## src/rtl/fifo_wr_arbiter.sv

```systemverilog
// Write-side arbiter sharing one async_fifo write port among NREQ producers.
// Rotating priority, bounded burst per grant, honours wfull back-pressure.
module fifo_wr_arbiter #(
   parameter int NREQ      = 4,
   parameter int DW        = 8,
   parameter int MAX_BURST = 4
) (
   input  logic                       wclk,
   input  logic                       wrst,
   input  logic [NREQ-1:0]            src_valid,
   input  logic [NREQ*DW-1:0]         src_data,
   output logic [NREQ-1:0]            src_ready,
   output logic                       wreq,
   output logic [DW-1:0]              wdata,
   input  logic                       wfull,
   output logic [$clog2(NREQ)-1:0]    owner,
   output logic                       busy
);

   localparam int OW = $clog2(NREQ);
   localparam int CW = $clog2(MAX_BURST + 1);

   typedef enum logic {IDLE, OWN} state_t;

   state_t          state_q;
   logic [OW-1:0]   ptr_q;
   logic [OW-1:0]   owner_q;
   logic [CW-1:0]   cnt_q;

   logic [OW-1:0]   sel_d;
   logic            any_valid;
   int unsigned     scan_idx;
   logic [DW-1:0]   slice [NREQ];
   logic            own_valid;
   logic            beat;
   logic            last_beat;
   logic [OW-1:0]   ptr_next;

   always_comb begin
      for (int unsigned k = 0; k < NREQ; k++) begin
         slice[k] = src_data[k*DW +: DW];
      end
   end

   // First valid requester scanning ptr, ptr+1, ... modulo NREQ.
   always_comb begin
      sel_d     = ptr_q;
      any_valid = 1'b0;
      scan_idx  = 0;
      for (int unsigned k = 0; k < NREQ; k++) begin
         scan_idx = (32'(ptr_q) + k) % NREQ;
         if (!any_valid && src_valid[scan_idx[OW-1:0]]) begin
            any_valid = 1'b1;
            sel_d     = scan_idx[OW-1:0];
         end
      end
   end

   assign own_valid = src_valid[owner_q];
   assign beat      = (state_q == OWN) && own_valid && !wfull;
   assign last_beat = (cnt_q == CW'(MAX_BURST - 1));
   assign ptr_next  = (owner_q == OW'(NREQ - 1)) ? '0 : owner_q + OW'(1);

   always_ff @(posedge wclk or posedge wrst) begin
      if (wrst) begin
         state_q <= IDLE;
         ptr_q   <= '0;
         owner_q <= '0;
         cnt_q   <= '0;
      end else begin
         case (state_q)
            IDLE: begin
               if (any_valid) begin
                  owner_q <= sel_d;
                  cnt_q   <= '0;
                  state_q <= OWN;
               end
            end
            OWN: begin
               if (!own_valid || (beat && last_beat)) begin
                  ptr_q   <= ptr_next;
                  state_q <= IDLE;
               end else if (beat) begin
                  cnt_q <= cnt_q + CW'(1);
               end
            end
            default: state_q <= IDLE;
         endcase
      end
   end

   always_comb begin
      src_ready = '0;
      wdata     = '0;
      if (state_q == OWN) begin
         src_ready[owner_q] = !wfull;
         wdata              = slice[owner_q];
      end
   end

   assign wreq  = beat;
   assign busy  = (state_q == OWN);
   assign owner = owner_q;

endmodule
```

## config.mk

```make
export PLATFORM = sky130hd
export DESIGN_NAME = fifo_wr_arbiter
export DESIGN_NICKNAME = d
export VERILOG_FILES = /design/src/rtl/fifo_wr_arbiter.sv
export SDC_FILE = /design/constraint.sdc
export NUM_CORES = 1
export LEC_CHECK = 0
export ABC_AREA = 0
export BUFFER_PORTS_ARGS = -buffer_cell sky130_fd_sc_hd__buf_2
export CORE_MARGIN = 2
export CORE_UTILIZATION = 37
export DETAILED_ROUTE_END_ITERATION = 6
export PLACE_DENSITY = 0.84
export SETUP_SLACK_MARGIN = 0.4
export SYNTH_ARGS = -nofsm -noshare
export SYNTH_HDL_FRONTEND = slang
export SYNTH_SLANG_ARGS = --single-unit
```

## constraint.sdc

```tcl
create_clock -name wclk -period 1.6 [get_ports wclk]
set_input_delay 0.24 -clock wclk [delete_from_list [all_inputs] [get_ports wclk]]
set_output_delay 0.24 -clock wclk [all_outputs]
set_load 0.05 [all_outputs]
```

==> results.md <==
Die:
- The placeable core region is 0.002170 mm².
- The initial utilization of the core area, before any placement, comes to 38.06%.
- The height of the die is 51.24 µm.
- The overall die area is 0.002626 mm².
- For this design the top-level I/O count stands at 55.
- Row generation in the floorplan step produced 17 rows.
- The floorplan die width is 51.24 µm.

Final layout:
- The most common library cell in the layout ignoring fill and taps is sky130_fd_sc_hd__buf_2.
- The final-stage net count is 203.
- The fraction of final layout cells sized beyond drive strength 1 is 78.34%.
- The antenna diode count is 0.
- Leaving out fill and tap cells, the most frequent cells in the layout are sky130_fd_sc_hd__buf_2 (38), sky130_fd_sc_hd__buf_8 (15), sky130_fd_sc_hd__buf_4 (14).
- The final design utilization is 75.61%.
- Relative to the synthesized area, the layout overhead comes to 98.64%.
- The number of filler instances in the final layout is 118.

Logic synthesis:
- The synthesized area per cell is 10.07 µm².
- The cell count after synthesis is 82.
- Of the post-synthesis cell area, the part taken by muxes is 28.94%.
- The synthesized netlist devotes 9.091% of its cell area to adder and majority cells.
- The share of the synthesized netlist area taken by xor and xnor gates is 0%.
- The number of unique standard cell types used by synthesis is 28.
- The area fraction in compound gates after synthesis is 7.727%.
- The mapped cell area is 825.8 µm².
- Synthesis produced a netlist with a net count of 127.
- The number of storage elements in the synthesis netlist is 8.
- After synthesis, the largest family of logic cells by area is multiplexers.
- The simple-gate share of the synthesized area is 25.76%.
- The part of the Yosys area used for sequential elements is 24.24%.
- During synthesis, Yosys emitted a total of 0 warnings.

STA:
- The final-layout worst hold slack is 295.5 ps.
- Timing would allow up to 518.1 MHz.
- The count of final max-slew check failures is 0.
- Setup repair after global routing could not meet its margin everywhere.
- The portion of the clock cycle consumed by the worst path in the final layout is 120.6%.
- The minimum setup slack in the final design is -330.2 ps.
- Across the routed clock network, the largest skew measured is 12.12 ps.
- The headroom to the max-slew limit is 76.82%.
- Subtracting the final worst setup slack from the clock period gives 1930 ps.
- The final setup violation count is 18.
- In the final timing run, aggregate negative setup slack is -4194 ps.
- The actual slew at the worst max-slew pin is 344.6 ps.
- The number of hold violations in the final report is 0.

Setup path:
- The cell family contributing the most delay on the critical path is multiplexers.
- The type of origin of the critical path is a flip-flop.
- For this run, the slowest stage of the critical path takes 510 ps.
- Along the worst path, the maximum fanout reaches 5.
- STA puts the critical path data required time at 1360 ps.
- STA classifies the critical path endpoint as an output port.
- Counting both buffers and inverters, the worst setup path holds a total of 2.
- The signal on the critical path passes through buf_6, mux4_2, and2_4, buf_8.
- The slowest stage of the critical path is the sky130_fd_sc_hd__mux4_2 cell.
- Data on the critical path arrives at its endpoint at 1690 ps.
- The class of the most critical setup path is reg2out.

Drt:
- In the routed design, unresolved DRC markers number 0.
- The count of nets left with antenna violations once routing finished came out at 0.
- The total vias in the final route is 1010.
- The detailed-routing iteration count for the pre-antenna-repair pass is 4.
- The final layout contains routed wiring with a total length of 3597 µm.
- The initial detailed-routing violation count is 24.
- The detail-routed net length per standard cell is 19.44 µm.
- The via density per instance is 5.459.

Global routing:
- The total overflow left after global routing is 0.
- The pin count of the biggest net entering global routing is 12.
- The first global-routing pass estimated 4705 µm of wire.
- The all-layer global routing usage is 24.83%.
- The via count of the first global-routing pass is 984.
- The initial antenna violation count is 0.

Pwr:
- The clock share of power is 5.2%.
- The share of total power in combinational logic is 82.9%.
- The switching portion of total power is 48.09%.
- The maximum vdd ir drop is 1316 µV.
- Summed over all nets, the switching power comes to 1.678 mW.
- The total power divided by cell area is 2128 mW/mm².
- The part of the total power dissipated in sequential elements is 11.9%.
- Internal power comes to 1.812 mW.
- In this run the static leakage power is 0.7607 nW.

Placement:
- The congestion estimate from routability-driven global placement came to 0.7854.
- The port buffer count is 54.
- Summed over all nets, the half-perimeter wirelength after detailed placement is 1900 µm.

Outcome:
- The final reports fail on setup timing.
- The flow ran to the end, but the final reports show violations.

Clock network:
- The clock tree root driver cell is sky130_fd_sc_hd__clkbuf_4.
- The number of sinks driven by the clock tree is 8.
- The worst-skew pair later-pin latency is 270 ps.
- The number of CTS-inserted buffers is 3.
- Clock-pin slew was measured on the worst setup and hold paths at 60 ps.
- In this run the number of H-tree levels came out at 1.
- The deepest clock path buffer count is 2.
- The TritonCTS clock tree is done.

Hold path:
- The path class of the tightest hold or removal check is in2reg.

Run:
- The max capacitance violation total is 0.
metrics by stage:
step | setup WS (ps) | power (mW) | cell area (µm²) | instances
floorplan | -81.86 | 1.985 | 914.6 | 82
global placement | -112.6 | 2.287 | 1237 | 167
detailed placement | -135.3 | 2.358 | 1237 | 167
CTS | -278.0 | 3.169 | 1533 | 181
global route | -363.3 | 3.607 | 1640 | 185
finish | -330.2 | 3.490 | 1640 | 185
layout make-up:
type                       count  area [µm²]  area share [%]
sequential                     8       206.4           12.59
tap                           28       35.03           2.136
clock buffer                   4       26.28           1.602
timing repair buffer          75       609.3           37.15
multi-input combinational     65       734.5           44.78
inverter                       5       28.78           1.754
layer usage:
metal	wire, µm	track usage [%]
met1	1353	25.32
met2	1883	48.92
met3	319	9.064
met4	40	3.070
met5	0	0
tightest hold or removal path, stage by stage:
cell and delay (ps):
sky130_fd_sc_hd__buf_2 130, sky130_fd_sc_hd__nor2_1 90, sky130_fd_sc_hd__o31ai_1 80
repair_timing:
item / 4_1_cts / 5_1_grt
cloned: 0 / 0
endpoints found under the hold margin: 8 / 0
hold buffers: 1 / 0
resized for setup: 58 / 19
pin swaps: 8 / 7
setup buffers: 9 / 4
setup endpoints to repair: 23 / 22
Yosys cell counts:
master,count,area (µm²)
sky130_fd_sc_hd__mux2i_1,1,10.01
sky130_fd_sc_hd__clkbuf_1,2,7.510
sky130_fd_sc_hd__nand3_1,4,20.02
sky130_fd_sc_hd__and2_1,13,81.33
sky130_fd_sc_hd__and3b_1,1,8.760
sky130_fd_sc_hd__ha_1,6,75.07
sky130_fd_sc_hd__mux2_4,1,15.01
sky130_fd_sc_hd__nand2b_1,3,18.77
sky130_fd_sc_hd__nor2b_1,3,18.77
sky130_fd_sc_hd__a21oi_1,1,5.000
sky130_fd_sc_hd__nor4_1,1,6.260
sky130_fd_sc_hd__dfrtp_1,8,200.2
sky130_fd_sc_hd__nand2_1,3,11.26
sky130_fd_sc_hd__buf_1,1,3.750
sky130_fd_sc_hd__o21ai_2,1,8.760
sky130_fd_sc_hd__a31oi_1,1,6.260
sky130_fd_sc_hd__nand2_2,1,6.260
sky130_fd_sc_hd__mux4_2,9,202.7
sky130_fd_sc_hd__a22o_1,1,8.760
sky130_fd_sc_hd__buf_2,1,5.000
sky130_fd_sc_hd__inv_1,5,18.77
sky130_fd_sc_hd__o21ai_0,4,20.02
sky130_fd_sc_hd__nor3_1,1,5.000
sky130_fd_sc_hd__o31ai_1,2,15.01
sky130_fd_sc_hd__nor2_1,4,15.01
sky130_fd_sc_hd__or2_2,1,6.260
sky130_fd_sc_hd__mux2_2,1,11.26
sky130_fd_sc_hd__nor3b_1,2,15.01
path summary, 6_finish.rpt:
check,start,end,slack (ps),cells past startpoint
worst max-delay path,owner[0],wdata[0],-330,4
worst min-delay path,src_valid[3],owner[0],300,3
worst max register to register,owner[0],ptr_q[1],-160,5
worst min register to register,cnt_q[2],cnt_q[2],510,2
max in group asynchronous,wrst,busy,870,3
min in group asynchronous,wrst,ptr_q[0],460,3
power by group through the flow:
stage	clock network [mW]	registers [mW]	logic, mW
detailed placement	0	0.487	1.87
finish	0.180	0.417	2.89
CTS	0.170	0.407	2.59
floorplan	0	0.523	1.46
global route	0.192	0.427	2.99
global placement	0	0.470	1.82
cell families after synthesis:
logic type / Yosys count
and+or+nand+nor: 37
buffers and inverters: 9
AOI/OAI and AO/OA: 10
muxes: 12
DFF: 8
adders and majority gates: 6
flip-flops by register name, indices dropped and copies added, names as in the netlist:
name   count
ptr_q      2
owner      2
cnt_q      3
busy       1
Power figures use the tool's default switching activity.
